==> src/rtl/clkgate_seq_pkg.sv <==
// Shared types and constants for the gated-clock controller.
// Holds the FSM state encoding and the settle/drain counter width.
// Imported by the interface-facing top and the down-counter.
package clkgate_seq_pkg;

  // Width of the shared settle/drain down-counter.
  localparam int CW = 8;

  // Controller states; encoding is fixed so it can be probed externally.
  typedef enum logic [1:0] {
    ST_OFF    = 2'd0,
    ST_SETTLE = 2'd1,
    ST_ON     = 2'd2,
    ST_DRAIN  = 2'd3
  } state_t;

endpackage

==> src/rtl/clkgate_seq_if.sv <==
// Request/acknowledge bundle between a clock consumer and the gate controller.
// Pure wiring, no latency.
// No backpressure: req/idle_i are levels, ce/ack/busy/on_cnt are status.
interface clkgate_seq_if #(
  parameter int CNTW = 8
) ();
  logic            req;
  logic            idle_i;
  logic            ce;
  logic            ack;
  logic            busy;
  logic [CNTW-1:0] on_cnt;

  // Controller side: drives the enable and status, samples the request.
  modport master (
    input  req,
    input  idle_i,
    output ce,
    output ack,
    output busy,
    output on_cnt
  );

  // Consumer side: raises the request and reports idleness.
  modport slave (
    output req,
    output idle_i,
    input  ce,
    input  ack,
    input  busy,
    input  on_cnt
  );
endinterface

==> src/rtl/clkgate_seq_dlcnt.sv <==
// Loadable down-counter used for both the settle and the drain intervals.
// Load/decrement take effect on the next edge; zero is a decode of the count.
// No backpressure: decrement at zero is ignored (the count holds at 0).
module dlcnt
  import clkgate_seq_pkg::*;
(
  input  logic          clki,
  input  logic          rst,
  input  logic          ld,
  input  logic [CW-1:0] ldv,
  input  logic          dec,
  output logic          zero
);

  logic [CW-1:0] cnt;

  // Load has priority over decrement; the count never wraps below zero.
  always_ff @(posedge clki) begin
    if (rst) begin
      cnt <= '0;
    end else if (ld) begin
      cnt <= ldv;
    end else if (dec && (cnt != '0)) begin
      cnt <= cnt - CW'(1);
    end
  end

  assign zero = (cnt == '0);

endmodule

==> src/rtl/clkgate_seq.sv <==
// Turns a level clock request into a glitch-safe BUFGCE enable with settle and drain.
// ce rises one edge after req is seen; ack follows SETTLE edges later; all outputs registered.
// No backpressure: gating off waits (unbounded) for idle_i once the drain interval expires.
module clkgate_seq
  import clkgate_seq_pkg::*;
#(
  parameter int SETTLE = 4,
  parameter int DRAIN  = 4,
  parameter int CNTW   = 8
) (
  input  logic           clki,
  input  logic           rst,
  clkgate_seq_if.master  bus
);

  // The counter is loaded with N-1 so that the zero test lands exactly N edges later.
  localparam logic [CW-1:0] SETTLE_LD = CW'(SETTLE - 1);
  localparam logic [CW-1:0] DRAIN_LD  = CW'(DRAIN - 1);

  state_t          state;
  state_t          state_nxt;
  logic            cnt_ld;
  logic [CW-1:0]   cnt_ldv;
  logic            cnt_dec;
  logic            cnt_zero;
  logic            on_inc;
  logic            ce_r;
  logic            ack_r;
  logic            busy_r;
  logic [CNTW-1:0] on_cnt_r;

  dlcnt u_dlcnt (
    .clki (clki),
    .rst  (rst),
    .ld   (cnt_ld),
    .ldv  (cnt_ldv),
    .dec  (cnt_dec),
    .zero (cnt_zero)
  );

  // State register; reset forces OFF regardless of any pending transition.
  always_ff @(posedge clki) begin
    if (rst) begin
      state <= ST_OFF;
    end else begin
      state <= state_nxt;
    end
  end

  // Next-state and counter control; a dropped request always wins over settle completion.
  always_comb begin
    state_nxt = state;
    cnt_ld    = 1'b0;
    cnt_ldv   = '0;
    cnt_dec   = 1'b0;
    on_inc    = 1'b0;
    case (state)
      ST_OFF: begin
        if (bus.req) begin
          state_nxt = ST_SETTLE;
          cnt_ld    = 1'b1;
          cnt_ldv   = SETTLE_LD;
        end
      end
      ST_SETTLE: begin
        if (!bus.req) begin
          state_nxt = ST_DRAIN;
          cnt_ld    = 1'b1;
          cnt_ldv   = DRAIN_LD;
        end else if (cnt_zero) begin
          state_nxt = ST_ON;
          on_inc    = 1'b1;
        end else begin
          cnt_dec = 1'b1;
        end
      end
      ST_ON: begin
        if (!bus.req) begin
          state_nxt = ST_DRAIN;
          cnt_ld    = 1'b1;
          cnt_ldv   = DRAIN_LD;
        end
      end
      ST_DRAIN: begin
        // ce never dropped here, so a returning request skips the settle interval.
        if (bus.req) begin
          state_nxt = ST_ON;
        end else if (!cnt_zero) begin
          cnt_dec = 1'b1;
        end else if (bus.idle_i) begin
          state_nxt = ST_OFF;
        end
      end
      default: begin
        state_nxt = ST_OFF;
      end
    endcase
  end

  // Outputs are registered decodes of the next state so they move on the same edge as the state.
  always_ff @(posedge clki) begin
    if (rst) begin
      ce_r     <= 1'b0;
      ack_r    <= 1'b0;
      busy_r   <= 1'b0;
      on_cnt_r <= '0;
    end else begin
      ce_r   <= (state_nxt != ST_OFF);
      ack_r  <= (state_nxt == ST_ON);
      busy_r <= (state_nxt == ST_SETTLE) || (state_nxt == ST_DRAIN);
      if (on_inc && (on_cnt_r != '1)) begin
        on_cnt_r <= on_cnt_r + CNTW'(1);
      end
    end
  end

  assign bus.ce     = ce_r;
  assign bus.ack    = ack_r;
  assign bus.busy   = busy_r;
  assign bus.on_cnt = on_cnt_r;

endmodule

==> src/flat_wrapper.sv <==
// flat-port wrapper written by rule: the top's interface ports become plain ports
module clkgate_seq_flat import clkgate_seq_pkg::*;
#(
  parameter int SETTLE = 4,
  parameter int DRAIN  = 4,
  parameter int CNTW   = 8
)
  (clki, rst, bus_req, bus_idle_i, bus_ce, bus_ack, bus_busy, bus_on_cnt);
  clkgate_seq_if #(.CNTW(CNTW)) bus_i ();
  input  logic clki;
  input  logic rst;
  input wire logic [$bits(bus_i.req)-1:0] bus_req;
  input wire logic [$bits(bus_i.idle_i)-1:0] bus_idle_i;
  output wire logic [$bits(bus_i.ce)-1:0] bus_ce;
  output wire logic [$bits(bus_i.ack)-1:0] bus_ack;
  output wire logic [$bits(bus_i.busy)-1:0] bus_busy;
  output wire logic [$bits(bus_i.on_cnt)-1:0] bus_on_cnt;
  assign bus_i.req = bus_req;
  assign bus_i.idle_i = bus_idle_i;
  assign bus_ce = bus_i.ce;
  assign bus_ack = bus_i.ack;
  assign bus_busy = bus_i.busy;
  assign bus_on_cnt = bus_i.on_cnt;
  clkgate_seq #(.SETTLE(SETTLE), .DRAIN(DRAIN), .CNTW(CNTW)) u_core (.clki(clki), .rst(rst), .bus(bus_i));
endmodule
==> config.mk <==
export PLATFORM = sky130hd
export DESIGN_NAME = clkgate_seq_flat
export DESIGN_NICKNAME = d
export VERILOG_FILES = /design/src/rtl/clkgate_seq_pkg.sv /design/src/rtl/clkgate_seq_if.sv /design/src/rtl/clkgate_seq_dlcnt.sv /design/src/rtl/clkgate_seq.sv /design/src/flat_wrapper.sv
export SDC_FILE = /design/constraint.sdc
export NUM_CORES = 1
export LEC_CHECK = 0
export BUFFER_PORTS_ARGS = -buffer_cell sky130_fd_sc_hd__buf_2
export CAP_MARGIN = 20
export CORE_MARGIN = 2
export CORE_UTILIZATION = 50
export DETAILED_ROUTE_END_ITERATION = 16
export GPL_TIMING_DRIVEN = 0
export PLACE_DENSITY = 0.75
export SYNTH_ARGS = -nofsm -noshare
export SYNTH_HDL_FRONTEND = slang
export SYNTH_SLANG_ARGS = --single-unit
==> constraint.sdc <==
create_clock -name clki -period 1.9 [get_ports clki]
set_clock_uncertainty 0.1 [all_clocks]
set_input_delay 0.19 -clock clki [delete_from_list [all_inputs] [get_ports clki]]
set_output_delay 0.19 -clock clki [all_outputs]
set_load 0.01 [all_outputs]
==> results.md <==
- RSZ-0062 raised after global routing: true
- Die width: 51.88 um
- Skew-Pair Late Insertion Delay: 0.30 ns
- Top cells by area, synth: dfxtp_1, ha_1, nor2_1
- Detailed Route Iter0 Violations: 35
- Clk pwr share: 14.8%
- Initial core utilization: 52.31%
- First-pass GRT wire length: about 4400 um
- Register area: 405.4 sq um
- Core area: between 2000 and 2500 sq um
- Crit Path Category: flip-flop to flip-flop
- Fin nets: 163
- Critical path endpoint category: flip-flop
- Yosys cell types: 38
- Switching portion of total power: 39.59%
- DR WL/cell: between 10 and 15 um
- Gpl congestion: 0.7841
- Flop pwr share: 32.8%
- Via count: approximately 1100
- Min Tclk post-route: 1.895 ns
- Die ar.: 2691 sq um
- Vias in the first global route: around 1000
- Area of the multi-input gates: around 770 sq um
- Top_reg_cell synth: dfxtp_1
- DRC: 0
- Gate power share: 52.4%
- Number of port buffers: 12
- Hold Vio Cnt, Final: 0
- Final Non-Filler Cells: 180
- Netlist Area Pre-Place: ~1100 sq um
- Post-Syn Instances: between 100 and 150
- Clock Tree Buf Depth: 2
- GRT overflow: 0
- Seq cells post-synth: 20
- Synth-to-Final Area Change: 24.89%
- Syn_nets: 140
- VDD IR max: 0.6961 mV
- Avg Inst Size Synth: 8.816 sq um
- Fmax: 0.5277 GHz
- # hold bufs at CTS: 0
- Crit share post-route: ~100%
- GRT Util Overall: a little over a fifth
- Fin Setup TNS: 0 ns
- Worst hold path stage count: 4
- Post-synth top area share: 34.93%
- Antenna violations before repair: 0
- NetSw: 0.6628 mW
- EDFF count, synth: 0
- P per Cell Area: around 1200 nW/um^2
- Cells after DPL: between 150 and 200
- Root Buffer: clkbuf_4
- Most frequent cell after synthesis: dfxtp_1
- Largest net degree at the start of global routing: 12
- DR pass1 iterations: 4
- Crit path DAT: 2.04 ns
- Num Clock Sinks: 20
- # setup viols final: 0
- Die height: roughly 52 um
- Row Count: 17
- Dpl hpwl: about 1700 um
- Max Transition Viols Final: 0
- Synth Warn #: 0
- Hold crit path type: primary input to flip-flop
- Critical Path RT: 2.04 ns
- Leak: between 0.5 and 0.6 nW
- Post-Route WL: ~2600 um
- Max cap viols: 0
- Reg2Reg Depth: 6
- Commonest cells post-synth: dfxtp_1, nor2_1, inv_1
- Layout cells sized above 1: between 30% and 40%
- Htree depth: 1
- Internal power: 1.011 mW
- Crit path max fanout: 6
- CTS buffer count: 3
- CTS tree: built
- Worst slew pin tran: 0.5294 ns
- Power, Total: 1.674 mW
- Asr flop ratio synth: 0%
- Layout fillers: 181
- Slew headroom: 64.71%
- Clock transition at path regs: between 0.1 and 0.15 ns
- Critical path startpoint category: flip-flop
- Sequential area share after synthesis: 34.93%
- IO Count: 15
- Post-DRT Antenna Nets: 0
- Status: complete, no violations
- # diodes: 0
- Yosys top cell by area: dfxtp_1
- Via density per instance: about 5.9
[final timing paths]
path                                      startpoint                                 to  slack (ns)
setup / recovery  u_core.u_dlcnt.cnt[1]$_SDFFE_PP0P_  u_core.bus.on_cnt[3]$_SDFFE_PP0P_       0.005
hold / removal                            bus_idle_i         u_core.state[1]$_SDFF_PP0_        0.17
setup reg to reg  u_core.u_dlcnt.cnt[1]$_SDFFE_PP0P_  u_core.bus.on_cnt[3]$_SDFFE_PP0P_       0.005
hold reg to reg    u_core.bus.on_cnt[6]$_SDFFE_PP0P_  u_core.bus.on_cnt[6]$_SDFFE_PP0P_        0.41
[cells in the final DEF (no fill, tap or decap), types with 2 or more instances in the layout]
cell       count
or2_2          2
nand2_1        3
a31o_2         2
inv_2          2
a2111oi_2      2
a211oi_2       2
o21ai_0        3
nand3_1        4
nor2b_1        4
a211oi_1       2
or4_1          2
dfxtp_2        4
nor4_4         2
nand4_1        2
nor2_1        13
a21oi_1        5
ha_1           4
dfxtp_1       16
or3_1          3
a21oi_2        3
buf_2         15
o31ai_1        3
nor3_1         4
buf_4          6
xnor2_1        5
inv_1          8
clkbuf_4       3
[routing by layer]
metal  global-route usage (%)  up-vias  part of all wire [%]
met1                    28.62      511                    45
li1                         -      524                     -
met5                        0        -                     0
met3                    2.586        4                   4.0
met2                    34.18       28                    50
met4                    10.96        0                   1.7
[power groups by stage]
stage          logic (mW)  clock network (mW)  registers, mW
3_3_place_gp        0.630                   0          0.542
4_1_cts             0.780               0.252          0.540
3_5_place_dp        0.650                   0          0.547
6_report            0.877               0.247          0.550
2_1_floorplan       0.504                   0          0.551
5_1_grt             0.967               0.270          0.559
[what timing repair did]
item                       in CTS  in global routing
gates resized for setup        11                 19
pin swaps                       2                  7
gates cloned                    1                  0
setup buffers                   4                  2
setup endpoints to repair      15                 17
[worst max-delay path, cell delays in order, from the launching register on]
cell and delay (ns):
dfxtp_2 0.34, inv_2 0.07, ha_4 0.13, nor3b_4 0.31
nand4_4 0.19, or4_4 0.55, a21oi_2 0.14
[stage by stage]
stage | cell area, sq um | setup slack, ns | util (%) | hold slack [ns]
after CTS | 1356 | 0.005018 | 61.91 | 0.1649
after global placement | 1241 | -0.1983 | 56.65 | 0.3654
final | 1431 | 0.004898 | 65.33 | 0.1718
after detailed placement | 1241 | -0.2261 | 56.65 | 0.3984
after global routing | 1431 | -0.09677 | 65.33 | 0.1789
after floorplan | 1146 | 0.006640 | - | 0.3221
[layout make-up]
type	count	share of cell area [%]
inverter	10	2.622
multi-input combinational	93	54.02
clock buffer	4	2.535
tap	28	2.448
buffer	6	2.360
sequential	20	28.32
timing repair buffer	19	7.692
[cells by family after synthesis]
group	count (synthesis)	share of synthesized area (%)
buffers and inverters	17	6.442
flip-flops	20	34.93
AND/OR/NAND/NOR	46	24.34
XOR/XNOR	5	3.821
multiplexers	4	3.603
adder cells (fa/ha/maj)	6	6.550
AO/OA/AOI/OAI	32	20.31
[state kept, by name, summed over array words and instances (netlist names)]
name	count
u_core.u_dlcnt.cnt	8
u_core.bus.ack	1
u_core.state	2
u_core.bus.on_cnt	8
u_core.bus.ce	1
Power figures use the tool's default switching activity.
